File: src/rtl/huffman_pkg.sv
// Shared definitions for the Huffman encoder: default widths, FSM states and
// the helper that sizes code-length fields.
package huffman_pkg;

  localparam int D_W_DEF = 4;
  localparam int C_W_DEF = 4;
  localparam int O_W_DEF = 8;

  typedef enum logic {
    RUN   = 1'b0,
    FLUSH = 1'b1
  } state_t;

  // Bits needed to hold a code length in the range 0..c_w.
  function automatic int len_w(input int c_w);
    return $clog2(c_w + 1);
  endfunction

endpackage

File: src/rtl/huffman_bit_packer.sv
// Bit accumulator for the Huffman encoder: appends variable-length codes
// MSB-first and presents the oldest O_W bits as an MSB-aligned word.
module huffman_bit_packer
  import huffman_pkg::*;
#(
  parameter int C_W = C_W_DEF,
  parameter int O_W = O_W_DEF,
  parameter int L_W = len_w(C_W)
) (
  input  logic           clk,
  input  logic           rst,
  input  logic           clear,
  input  logic           append,
  input  logic [C_W-1:0] code,
  input  logic [L_W-1:0] len,
  input  logic           pop,
  input  logic           drop,
  output logic [O_W-1:0] word,
  output logic           full,
  output logic           empty
);

  localparam int A_W   = O_W + C_W - 1;
  localparam int CNT_W = $clog2(A_W + 1);
  localparam logic [CNT_W-1:0] O_W_CNT = CNT_W'(O_W);

  logic [A_W-1:0]   acc;
  logic [A_W-1:0]   placed;
  logic [C_W-1:0]   masked;
  logic [CNT_W-1:0] cnt;

  // Pending bits sit MSB-aligned, so zero padding of a partial word is free.
  // Appends only happen with cnt < O_W, so cnt + len never exceeds A_W.
  always_comb begin
    masked = '0;
    for (int i = 0; i < C_W; i++) begin
      masked[i] = code[i] && (i < int'(len));
    end
    placed = (A_W'(masked) << (A_W - int'(len))) >> cnt;
  end

  always_ff @(posedge clk) begin
    if (rst || clear || drop) begin
      acc <= '0;
      cnt <= '0;
    end else if (pop) begin
      acc <= acc << O_W;
      cnt <= cnt - O_W_CNT;
    end else if (append) begin
      acc <= acc | placed;
      cnt <= cnt + CNT_W'(len);
    end
  end

  assign word  = acc[A_W-1 -: O_W];
  assign full  = (cnt >= O_W_CNT);
  assign empty = (cnt == '0);

endmodule

File: src/rtl/huffman_enc.sv
// Table-driven Huffman encoder: symbol lookup, RUN/FLUSH control and the
// input/output handshakes around a bit packer.
module huffman_enc
  import huffman_pkg::*;
#(
  parameter int D_W = D_W_DEF,
  parameter int C_W = C_W_DEF,
  parameter int O_W = O_W_DEF
) (
  input  logic                   clk,
  input  logic                   rst,
  input  logic [D_W-1:0]         d_conf,
  input  logic [C_W-1:0]         h_conf,
  input  logic [len_w(C_W)-1:0]  l_conf,
  input  logic                   en_conf,
  input  logic                   new_conf,
  input  logic                   in_valid,
  output logic                   in_ready,
  input  logic [D_W-1:0]         in_data,
  input  logic                   flush,
  output logic                   out_valid,
  input  logic                   out_ready,
  output logic [O_W-1:0]         out_data,
  output logic                   out_last,
  output logic                   flush_done,
  output logic                   err
);

  localparam int L_W   = len_w(C_W);
  localparam int DEPTH = 2 ** D_W;

  logic [C_W-1:0]   code_mem [DEPTH];
  logic [L_W-1:0]   len_mem  [DEPTH];
  logic [DEPTH-1:0] valid_bits;

  state_t state, state_next;
  logic   full, empty;
  logic   accept, hit, append, pop, drop;

  // Code storage is deliberately left out of reset; only valid bits are cleared.
  always_ff @(posedge clk) begin
    if (en_conf && !new_conf) begin
      code_mem[d_conf] <= h_conf;
      len_mem[d_conf]  <= l_conf;
    end
  end

  always_ff @(posedge clk) begin
    if (rst || new_conf) begin
      valid_bits <= '0;
    end else if (en_conf) begin
      valid_bits[d_conf] <= (l_conf != '0);
    end
  end

  always_ff @(posedge clk) begin
    if (rst || new_conf) begin
      err <= 1'b0;
    end else if (accept && !hit) begin
      err <= 1'b1;
    end
  end

  always_ff @(posedge clk) begin
    if (rst || new_conf) begin
      state <= RUN;
    end else begin
      state <= state_next;
    end
  end

  always_comb begin
    state_next = state;
    case (state)
      RUN:   if (flush) state_next = FLUSH;
      FLUSH: if (empty || (out_valid && out_ready && out_last)) state_next = RUN;
      default: state_next = RUN;
    endcase
  end

  // A partial word in FLUSH completes the flush on the same cycle it transfers.
  always_comb begin
    in_ready   = 1'b0;
    out_valid  = 1'b0;
    out_last   = 1'b0;
    flush_done = 1'b0;
    case (state)
      RUN: begin
        in_ready  = !full && !en_conf && !new_conf;
        out_valid = full;
      end
      FLUSH: begin
        if (full) begin
          out_valid = 1'b1;
        end else if (!empty) begin
          out_valid  = 1'b1;
          out_last   = 1'b1;
          flush_done = out_ready;
        end else begin
          flush_done = 1'b1;
        end
      end
      default: ;
    endcase
  end

  assign accept = in_valid && in_ready;
  assign hit    = valid_bits[in_data];
  assign append = accept && hit;
  assign pop    = out_valid && out_ready && !out_last;
  assign drop   = out_valid && out_ready && out_last;

  huffman_bit_packer #(
    .C_W(C_W),
    .O_W(O_W),
    .L_W(L_W)
  ) u_packer (
    .clk   (clk),
    .rst   (rst),
    .clear (new_conf),
    .append(append),
    .code  (code_mem[in_data]),
    .len   (len_mem[in_data]),
    .pop   (pop),
    .drop  (drop),
    .word  (out_data),
    .full  (full),
    .empty (empty)
  );

endmodule

File: config.mk
export PLATFORM = sky130hd
export DESIGN_NAME = huffman_enc
export DESIGN_NICKNAME = d
export VERILOG_FILES = /design/src/rtl/huffman_pkg.sv /design/src/rtl/huffman_bit_packer.sv /design/src/rtl/huffman_enc.sv
export SDC_FILE = /design/constraint.sdc
export NUM_CORES = 1
export LEC_CHECK = 0
export BUFFER_PORTS_ARGS = -buffer_cell sky130_fd_sc_hd__buf_2
export CORE_ASPECT_RATIO = 1.2
export CORE_MARGIN = 4
export CORE_UTILIZATION = 60
export DETAILED_ROUTE_END_ITERATION = 10
export PLACE_DENSITY = 0.78
export SLEW_MARGIN = 30
export SYNTH_ARGS = -nofsm -noshare
export SYNTH_HDL_FRONTEND = slang
export SYNTH_HIERARCHICAL = 1
export SYNTH_SLANG_ARGS = --single-unit
File: constraint.sdc
create_clock -name clk -period 4.6 [get_ports clk]
set_input_delay 0.92 -clock clk [delete_from_list [all_inputs] [get_ports clk]]
set_output_delay 0.92 -clock clk [all_outputs]
set_load 0.1 [all_outputs]
==> results of run 1 <==
registers in the layout, indices dropped and copies added (netlist names):
register,flops
err,1
u_packer/acc,11
state,1
len_mem,48
u_packer/cnt,4
valid_bits,16
code_mem,64
cell usage in the layout, fill, tap and decap left out, drive strengths merged, types with 7 or more instances in the layout:
cell,n
nor3,32
mux4,39
a21oi,9
clkbuf,17
nand2b,8
edfxtp,112
nand2,16
a31oi,7
nor2,61
buf,37
mux2i,21
inv,7
dfxtp,33
logic make-up (layout without fill, tap and decap cells):
group / after synthesis / after routing / synth area share, %
compound gates: 47 / 47 / 4.85
xor+xnor: 2 / 2 / 0.259
fa+ha+maj: 4 / 4 / 0.851
buf+inv: 50 / 73 / 3.77
flops: 145 / 145 / 59.5
mux: 65 / 65 / 18.2
simple gates: 168 / 168 / 12.6
power groups by stage:
stage | logic [mW] | clock network [mW] | registers, mW
floorplan | 0.162 | 0 | 1.45
global placement | 0.215 | 0 | 1.45
detailed placement | 0.220 | 0 | 1.45
CTS | 0.222 | 1.34 | 1.43
global route | 0.242 | 1.40 | 1.43
finish | 0.224 | 1.32 | 1.43
stage by stage:
stage	worst slack, ps	total power [mW]
floorplan	437	1.62
global placement	556	1.67
detailed placement	474	1.67
CTS	915	2.99
global route	747	3.07
finish	899	2.97
worst max-delay path, delay by kind of cell:
| kind | cells | cell delay, ps |
|---|---|---|
| compound gates | 1 | 260 |
| buf+inv | 2 | 460 |
| mux | 4 | 1940 |
| simple gates | 2 | 410 |
layout make-up:
cell class	count	area, um2	area share [%]
tap	132	165	2.21
clock buffer	17	425	5.70
multi-input combinational	286	2490	33.4
timing repair buffer	37	205	2.75
inverter	5	18.8	0.251
clock inverter	14	140	1.88
sequential	145	4020	53.9
final timing paths:
check               endpoint       startpoint  depth (start not counted)
max          u_packer/acc[2]       in_data[0]                          9
min reg2reg  u_packer/acc[3]  u_packer/acc[3]                          2
max reg2reg  u_packer/acc[2]   len_mem[13][0]                          7
min          u_packer/acc[3]  u_packer/acc[3]                          2
metal layers:
layer / routed length [um] / vias up / GRT usage (%) / share of wire, %
met5: 0 / - / 0 / 0
met2: 7330 / 182 / 37.4 / 50
met4: 423 / 0 / 10.3 / 2.9
met3: 905 / 34 / 5.96 / 6.2
li1: - / 1893 / - / -
met1: 5960 / 2056 / 32.1 / 41
==> results.sh, run 1 <==
export IMPL_first_iter_violations=419
export IMPL_h_tree_depth=4
export IMPL_clkPwrFrac_pct=44.5
export IMPL_maxSlewHeadroom_pct=32.0
export IMPL_totalWireLength_mm=14.6
export IMPL_rows=42
export IMPL_seqPwrFrac_pct=48.0
export IMPL_clock_latency_ps=420
export IMPL_area_growth_pct=10.4
export IMPL_path_common_cell="mux4_2"
export IMPL_netlist_instances=481
export IMPL_core_mm2=0.0110
export IMPL_grt_pass1_wl_mm=23.4
export IMPL_rrSetupSlack_ps=1500
export IMPL_finalMaxSlewViolations=0
export IMPL_dpl_cell_count=605
export IMPL_die_area_mm2=0.0130
export IMPL_hp_class="reg2reg"
export IMPL_grt_pass1_vias=4127
export IMPL_synth_top_cell_by_area="edfxtp_1"
export IMPL_ctsHoldBuffers=0
export IMPL_critPathKind="in2reg"
export IMPL_fin_area_mm2=0.00747
export IMPL_first_pass_iters=5
export IMPL_switching_share_pct=22.5
export IMPL_drive_gt1_share_pct=19.0
export IMPL_hpwlAfterDp_mm=9.24
export IMPL_utilization_pct=67.7
export IMPL_ys_flop_type="edfxtp_1"
export IMPL_gp_congestion=0.902
export IMPL_worstPathCellList="buf_2 -> buf_12 -> mux4_1 -> mux4_2 -> mux4_2 -> and2_4 -> mux2_4 -> or2_0 -> a32o_1"
export IMPL_die_height_um=124
export IMPL_p_leak_nw=2.53
export IMPL_cp_arrival_ps=4010
export IMPL_via_per_inst=6.55
export IMPL_nNetsFinal=518
export IMPL_final_cells=636
export IMPL_worst_path_max_delay_cell="mux4_1"
export IMPL_synth_edf_count=112
export IMPL_tightest_slew_ps=1020
export IMPL_fillers=717
export IMPL_clock_sinks=145
export IMPL_syn_avg_cell_area_um2=14.1
export IMPL_post_cts_buffers=0
export IMPL_route_detailed_drc=0
export IMPL_initial_core_util_pct=61.3
export IMPL_ios=35
export IMPL_p_int_mw=2.30
export IMPL_async_flop_share_pct=0
export IMPL_syn_nets=507
export IMPL_clk_pin_slew_ps=60
export IMPL_synthTopCellsByArea="edfxtp_1 50%, dfxtp_1 9.8%, mux4_1 8.5%"
export IMPL_antenna_found_initial=0
export IMPL_ctsLongestPathBuffers=2
export IMPL_tritoncts="yes"
export IMPL_routedWlPerCell_um=23.0
export IMPL_critPathCaptureType="register"
export IMPL_ys_ff_latch=145
export IMPL_path_max_fanout=16
export IMPL_clock_root_buffer="clkbuf_16"
export IMPL_grt_max_degree=30
export IMPL_syn_area_mm2=0.00676
export IMPL_portBuffers=34
export IMPL_hold_viol_final=0
export IMPL_yosysMostFrequentCell="edfxtp_1"
export IMPL_net_switching_power_mw=0.670
export IMPL_yosys_warnings=6
export IMPL_max_freq_mhz=270
export IMPL_grt_setup_unrepaired="false"
export IMPL_vias=4165
export IMPL_die_w_um=105
export IMPL_hold_slack_ps=486
export IMPL_critPathRequiredTime_ps=4910
export IMPL_grt_util_all_layers_pct=23.9
export IMPL_antennaDiodeCount=0
export IMPL_max_stage_delay_ps=590
export IMPL_max_cap_violations=0
export IMPL_numCtsBuffers=17
export IMPL_post_route_period_util_pct=80.4
export IMPL_synth_cell_types=59
export IMPL_clock_skew_ps=7.21
export IMPL_final_antenna_net_count=0
export IMPL_postPlaceCellArea_mm2=0.00690
export IMPL_critPathLaunchType="input pin"
export IMPL_power_frac_comb_pct=7.5
export IMPL_fin_crit_ps=3700
export IMPL_finalSetupTns_ps=0
export IMPL_yosysTopAreaCellShare_pct=49.7
export IMPL_powerDensity_mw_per_mm2=398
export IMPL_overflow=0
export IMPL_ys_seq_area_share_pct=59.5
export IMPL_outcome="finished, final reports clean"
export IMPL_cts_resized=0
export IMPL_ir_drop_uv=279
export IMPL_synth_common_cells="112 x edfxtp_1, 61 x nor2_1, 33 x dfxtp_1"
export IMPL_final_setup_viol_count=0
Note: power is estimated with default switching activity, not from simulation.
==> inputs of run 2 (changes only) <==
--- a/config.mk
+++ b/config.mk
@@ -5,12 +5,13 @@
 export SDC_FILE = /design/constraint.sdc
 export NUM_CORES = 1
 export LEC_CHECK = 0
+export ABC_AREA = 1
 export BUFFER_PORTS_ARGS = -buffer_cell sky130_fd_sc_hd__buf_2
 export CORE_ASPECT_RATIO = 1.2
 export CORE_MARGIN = 4
-export CORE_UTILIZATION = 60
+export CORE_UTILIZATION = 55
 export DETAILED_ROUTE_END_ITERATION = 10
-export PLACE_DENSITY = 0.78
+export PLACE_DENSITY = 0.76
 export SLEW_MARGIN = 30
 export SYNTH_ARGS = -nofsm -noshare
 export SYNTH_HDL_FRONTEND = slang
==> constraint.sdc (replaced) <==
create_clock -name clk -period 3.05 [get_ports clk]
set_input_delay 0.61 -clock clk [delete_from_list [all_inputs] [get_ports clk]]
set_output_delay 0.61 -clock clk [all_outputs]
set_load 0.1 [all_outputs]
==> run 2 against run 1 <==
  * Flip-flop and latch count unchanged
  * Largest cell class unchanged
  * Final cell count increased by 37%
  * Clock skew increased by 2.1 ps
  * Worst setup slack got worse by 550 ps
  * Critical path type is now reg2out
  * Synthesized cell count increased by 40%
  * Utilization decreased by 3.6 points
  * Power increased by 54%
  * Wire length increased by 7.2%
  * Die area increased by 5.4%
  * Largest power group unchanged
  * Non-clock buffer count increased by 10
==> results.sh, run 2 <==
export IMPL_clock_root_buffer="clkbuf_16"
export IMPL_max_freq_mhz=370
export IMPL_worstReg2RegStart="len_mem[10][0]"
export IMPL_ys_flop_type="edfxtp_1"
export IMPL_seqPwrFrac_pct=46.9
export IMPL_antennaDiodeCount=0
export IMPL_synth_top_cell_by_area="edfxtp_1"
export IMPL_critPathLaunchType="register"
export IMPL_hold_viol_final=0
export IMPL_tightest_slew_ps=915
export IMPL_ir_drop_uv=475
export IMPL_fin_crit_ps=2700
export IMPL_path_common_cell="nor2_1"
export IMPL_hold_path_startpoint="err"
export IMPL_totalWireLength_mm=15.7
export IMPL_route_detailed_drc=0
export IMPL_max_stage_delay_ps=460
export IMPL_utilization_pct=64.1
export IMPL_routedWlPerCell_um=18.0
export IMPL_initial_core_util_pct=56.4
export IMPL_gp_congestion=0.892
export IMPL_tritoncts="yes"
export IMPL_ys_seq_area_share_pct=61.4
export IMPL_layout_common_cells="112 x nor2_1, 112 x edfxtp_1, 82 x o21ai_0, 82 x nand2_1, 59 x inv_1"
export IMPL_portBuffers=34
export IMPL_antenna_found_initial=0
export IMPL_numCtsBuffers=17
export IMPL_grt_setup_unrepaired="false"
export IMPL_worst_path_max_delay_cell="dfxtp_1"
export IMPL_post_cts_buffers=0
export IMPL_power_frac_comb_pct=7.7
export IMPL_grt_pass1_wl_mm=25.1
export IMPL_postPlaceCellArea_mm2=0.00685
export IMPL_finalMaxSlewViolations=0
export IMPL_netlist_instances=674
export IMPL_final_antenna_net_count=0
export IMPL_clock_sinks=145
export IMPL_ios=35
export IMPL_synth_common_cells="112 x edfxtp_1, 112 x nor2_1, 83 x o21ai_0"
export IMPL_die_w_um=108
export IMPL_overflow=0
export IMPL_maxSlewHeadroom_pct=38.8
export IMPL_top_regs="code_mem x64, len_mem x48, valid_bits x16"
export IMPL_largest_reg_flops=64
export IMPL_first_pass_iters=8
export IMPL_path_max_fanout=12
export IMPL_multiInputGateArea_mm2=0.00211
export IMPL_drive_gt1_share_pct=12.8
export IMPL_dpl_cell_count=837
export IMPL_startpoint="u_packer/cnt[2]"
export IMPL_yosys_warnings=6
export IMPL_largest_register="code_mem"
export IMPL_power_mw=4.59
export IMPL_critPathRequiredTime_ps=2440
export IMPL_synth_cell_types=35
export IMPL_clk_pin_slew_ps=60
export IMPL_clkPwrFrac_pct=45.3
export IMPL_h_tree_depth=4
export IMPL_core_mm2=0.0116
export IMPL_fin_area_mm2=0.00744
export IMPL_p_int_mw=3.53
export IMPL_hpwlAfterDp_mm=10.4
export IMPL_cp_arrival_ps=2090
export IMPL_net_switching_power_mw=1.06
export IMPL_switching_share_pct=23.1
export IMPL_grt_pass1_vias=4866
export IMPL_grt_max_degree=29
export IMPL_die_area_mm2=0.0137
export IMPL_nNetsFinal=725
export IMPL_max_cap_violations=0
export IMPL_yosysTopAreaCellShare_pct=51.3
export IMPL_async_flop_share_pct=0
export IMPL_clock_latency_ps=420
export IMPL_vias=5055
export IMPL_p_leak_nw=2.67
export IMPL_fillers=922
export IMPL_syn_avg_cell_area_um2=9.73
export IMPL_via_per_inst=5.82
export IMPL_syn_nets=700
export IMPL_outcome="finished, final reports clean"
export IMPL_clock_skew_ps=9.27
export IMPL_regArea_mm2=0.00402
export IMPL_rows=43
export IMPL_post_route_period_util_pct=88.6
export IMPL_synth_edf_count=112
export IMPL_grt_util_all_layers_pct=24.0
export IMPL_worstPathCellList="nor2_1 -> inv_1 -> nor3_2 -> nor2_1 -> nor2_1 -> buf_2"
export IMPL_ys_ff_latch=145
export IMPL_final_setup_viol_count=0
export IMPL_critPathCaptureType="output pin"
export IMPL_syn_area_mm2=0.00656
export IMPL_ctsLongestPathBuffers=2
export IMPL_die_height_um=128
export IMPL_area_growth_pct=13.5
export IMPL_powerDensity_mw_per_mm2=616
export IMPL_finalSetupTns_ps=0
export IMPL_first_iter_violations=462
export IMPL_hp_class="reg2reg"
export IMPL_final_cells=869
export IMPL_synthTopCellsByArea="edfxtp_1 51%, dfxtp_1 10%, nor2_1 6.4%"
export IMPL_critPathKind="reg2out"
-- run 2: cell types whose count changed after synthesis, sizes merged, moves of 12 or more --
| cell | before | now |
|---|---|---|
| a21oi | 9 | 33 |
| mux4 | 39 | 0 |
| clkbuf | 30 | 18 |
| nand3 | 6 | 55 |
| nor2 | 61 | 113 |
| o21ai | 6 | 89 |
| inv | 4 | 62 |
| o221ai | 1 | 23 |
| nand2 | 16 | 84 |
| mux2i | 21 | 0 |
| nor3 | 32 | 6 |
-- run 2: power groups by stage --
stage / logic (mW) / registers [mW] / clock network, mW
floorplan: 0.229 / 2.20 / 0
global placement: 0.337 / 2.19 / 0
detailed placement: 0.345 / 2.20 / 0
CTS: 0.349 / 2.15 / 2.09
global route: 0.393 / 2.15 / 2.19
finish: 0.355 / 2.15 / 2.08
-- run 2: routing by layer --
metal / global-route usage (%) / routed length [um]
met2: 41.4 / 8200
met4: 8.77 / 385
met5: 0 / 0
met3: 5.36 / 1030
met1: 29.6 / 6060
-- run 2: cell type report --
cell class / count / share of cell area [%]
multi-input combinational: 426 / 28.3
timing repair buffer: 47 / 3.93
clock inverter: 14 / 2.20
clock buffer: 18 / 5.76
inverter: 62 / 3.13
sequential: 145 / 54.1
tap: 157 / 2.64
-- run 2: worst max-delay path: cells and delay by family (launching register included) --
family | cells | cell delay, ps
DFF | 1 | 460
buffers and inverters | 2 | 550
and+or+nand+nor | 4 | 670
-- run 2: repair_timing --
item,CTS,global route
setup endpoints to repair,0,1
hold buffers,0,0
resized for setup,0,1
hold endpoints to repair,0,0
-- run 2: logic make-up (layout without fill, tap and decap cells) --
family	after synthesis	in the layout	synth area share (%)
compound gates	160	160	14.2
xor+xnor	1	1	0.134
fa+ha+maj	4	4	0.878
buf+inv	103	141	6.79
flops	145	145	61.4
simple gates	261	261	16.6
-- run 2: metrics by stage --
step	hold slack [ps]	setup WS, ps
3_3_place_gp	434	191
5_1_grt	450	102
2_1_floorplan	424	179
3_5_place_dp	437	120
6_report	444	349
4_1_cts	441	162
-- run 2: final timing paths --
check        slack, ps  depth (start not counted)               to
max                350                          6       flush_done
min                440                          2              err
max reg2reg        660                         13  u_packer/acc[7]
min reg2reg        440                          2              err
==> inputs of run 3 (changes only) <==
--- a/config.mk
+++ b/config.mk
@@ -9,11 +9,9 @@
 export BUFFER_PORTS_ARGS = -buffer_cell sky130_fd_sc_hd__buf_2
 export CORE_ASPECT_RATIO = 1.2
 export CORE_MARGIN = 4
-export CORE_UTILIZATION = 55
+export CORE_UTILIZATION = 40
 export DETAILED_ROUTE_END_ITERATION = 10
-export PLACE_DENSITY = 0.76
 export SLEW_MARGIN = 30
 export SYNTH_ARGS = -nofsm -noshare
 export SYNTH_HDL_FRONTEND = slang
-export SYNTH_HIERARCHICAL = 1
 export SYNTH_SLANG_ARGS = --single-unit
==> run 3 against run 2 <==
  * Non-clock buffer count up 11
  * Combinational power up 12%
  * Final cell count up 15%
  * Clock-buffer cell count unchanged
  * Final area up 4.6%
  * Sequential power about the same
  * Clock power up 4%
  * Power up 2.9%
  * Wire length up 5.3%
  * Utilization down 16 points
  * Clock skew down 2.5 ps
  * Hold slack better by 6.5 ps
  * Critical path type unchanged
  * Largest cell class unchanged
  * Largest power group is now clock
  * Highest routed layer unchanged
==> results.sh, run 3 <==
export IMPL_grt_pass1_wl_mm=26.3
export IMPL_gp_congestion=0.821
export IMPL_max_cap_violations=0
export IMPL_clock_skew_ps=6.80
export IMPL_largest_reg_flops=64
export IMPL_maxSlewHeadroom_pct=47.6
export IMPL_die_w_um=126
export IMPL_tightest_slew_ps=783
export IMPL_async_flop_share_pct=0
export IMPL_vias=5199
export IMPL_max_stage_delay_ps=460
export IMPL_post_route_period_util_pct=91.4
export IMPL_final_antenna_net_count=0
export IMPL_hp_class="in2reg"
export IMPL_antennaDiodeCount=0
export IMPL_powerDensity_mw_per_mm2=606
export IMPL_rows=51
export IMPL_synthXorXnorAreaFrac_pct=0.130
export IMPL_die_height_um=150
export IMPL_synthMuxAreaShare_pct=0
export IMPL_ys_seq_area_share_pct=59.9
export IMPL_regArea_mm2=0.00402
export IMPL_syn_avg_cell_area_um2=9.16
export IMPL_largest_register="code_mem"
export IMPL_tritoncts="yes"
export IMPL_yosys_area_share_simple_pct=24.2
export IMPL_syn_area_mm2=0.00671
export IMPL_critPathLaunchType="register"
export IMPL_finalSetupTns_ps=0
export IMPL_yosysMostFrequentCell="nand2_1"
export IMPL_outcome="finished, final reports clean"
export IMPL_drive_gt1_share_pct=13.3
export IMPL_ctsLongestPathBuffers=2
export IMPL_ios=35
export IMPL_overflow=0
export IMPL_final_common_cell="nand2_1"
export IMPL_fin_area_mm2=0.00779
export IMPL_routedWlPerCell_um=16.6
export IMPL_utilization_pct=47.7
export IMPL_core_mm2=0.0163
export IMPL_path_max_fanout=9
export IMPL_fillers=1562
export IMPL_p_leak_nw=3.06
export IMPL_worst_path_max_delay_cell="dfxtp_1"
export IMPL_yosysTopAreaCellShare_pct=50.1
export IMPL_grt_pass1_vias=5001
export IMPL_synth_common_cells="157 x nand2_1, 112 x edfxtp_1, 105 x nand3_1, 105 x nor2_1, 62 x inv_1"
export IMPL_syn_nets=759
export IMPL_critPathKind="reg2out"
export IMPL_hpwlAfterDp_mm=11.1
export IMPL_synth_top_family_by_area="simple AND/OR/NAND/NOR gates"
export IMPL_synth_cell_types=35
export IMPL_yosys_warnings=0
export IMPL_h_tree_depth=4
export IMPL_synth_compound_area_share_pct=7.42
export IMPL_portBuffers=34
export IMPL_critPathCaptureType="output pin"
export IMPL_ys_flop_type="edfxtp_1"
export IMPL_worstPathCellList="clkinv_1 -> nand3_1 -> inv_1 -> nor3_4 -> nand2_1 -> a21oi_2 -> clkbuf_4"
export IMPL_totalWireLength_mm=16.5
export IMPL_grt_util_all_layers_pct=18.0
export IMPL_numCtsBuffers=17
export IMPL_hold_viol_final=0
export IMPL_ctsHoldBuffers=0
export IMPL_antenna_found_initial=0
export IMPL_first_iter_violations=446
export IMPL_post_cts_buffers=0
export IMPL_synth_adder_area_share_pct=0.857
export IMPL_initial_core_util_pct=41.1
export IMPL_clock_root_buffer="clkbuf_16"
export IMPL_layout_common_cells="157 x nand2_1, 112 x edfxtp_1, 105 x nand3_1, 105 x nor2_1, 62 x inv_1"
export IMPL_first_pass_iters=5
export IMPL_clock_sinks=145
export IMPL_top_regs="code_mem x64, len_mem x48, valid_bits x16"
export IMPL_synthTopCellsByArea="edfxtp_1 50%, dfxtp_1 9.8%, nand2_1 8.8%"
export IMPL_clock_latency_ps=420
export IMPL_via_per_inst=5.22
export IMPL_critPathRequiredTime_ps=2440
export IMPL_final_setup_viol_count=0
export IMPL_multiInputGateArea_mm2=0.00222
export IMPL_cp_arrival_ps=2180
export IMPL_netlist_instances=733
export IMPL_dpl_cell_count=964
export IMPL_area_growth_pct=16.0
export IMPL_final_cells=996
export IMPL_finalMaxSlewViolations=0
export IMPL_route_detailed_drc=0
export IMPL_nNetsFinal=797
export IMPL_max_freq_mhz=359
export IMPL_fin_crit_ps=2790
export IMPL_ys_ff_latch=145
export IMPL_synth_edf_count=112
export IMPL_die_area_mm2=0.0189
export IMPL_grt_max_degree=38
export IMPL_synth_top_cell_by_area="edfxtp_1"
export IMPL_ir_drop_uv=413
export IMPL_postPlaceCellArea_mm2=0.00717
export IMPL_clk_pin_slew_ps=60
export IMPL_grt_setup_unrepaired="false"
==> run 3: path summary, 6_finish.rpt <==
check               endpoint  slack (ps)  cells past startpoint            start
max               flush_done         260                      7  u_packer.cnt[2]
min                    state         450                      3            flush
max reg2reg  u_packer.acc[1]         830                     18    len_mem[0][1]
min reg2reg              err         460                      1              err
==> run 3: cell type report <==
cell class                      instances  share of cell area (%)
Tap cell                              212                    3.41
Clock inverter                         14                    2.38
Clock buffer                           18                    5.51
Inverter                               71                    3.42
Multi-Input combinational cell        478                    28.5
Timing Repair Buffer                   58                    5.17
Sequential cell                       145                    51.7
==> run 3: worst max-delay path, delay by kind of cell (launching register included) <==
kind	cells	cell delay, ps
simple gates	3	430
flops	1	460
buf+inv	3	710
compound gates	1	150
==> run 3: routing by layer <==
metal | up-vias | global-route usage [%] | share of wire, %
met1 | 2470 | 21.4 | 41
li1 | 2542 | - | -
met4 | 0 | 7.24 | 2.3
met5 | - | 0 | 0
met2 | 154 | 32.3 | 51
met3 | 33 | 3.21 | 4.8
==> run 3: cell families (layout without fill, tap and decap cells) <==
group,Yosys count,count (layout)
buffers and inverters,110,161
adders and majority gates,4,4
DFF,145,145
xor gates and xnor gates,1,1
AOI/OAI and AO/OA,90,90
and+or+nand+nor,383,383
==> run 3: what timing repair did <==
item | in CTS | in global routing
endpoints found under the setup margin | 0 | 1
hold endpoints to repair | 0 | 0
gates resized for setup | 0 | 1
==> run 3: per-stage QoR <==
stage	setup WS [ps]	total power, mW	hold WS (ps)
after global routing	9.97	4.88	482
after CTS	137	4.74	438
after global placement	215	2.58	447
after detailed placement	144	2.59	451
final	261	4.72	451
after floorplan	-372	2.46	424
==> run 3: where the power goes <==
part           leakage (nW)  total [mW]  internal, mW  switching [mW]
registers              1.28        2.15          2.15         0.00688
logic                  1.48       0.399         0.116           0.283
clock network         0.296        2.17          1.37           0.805
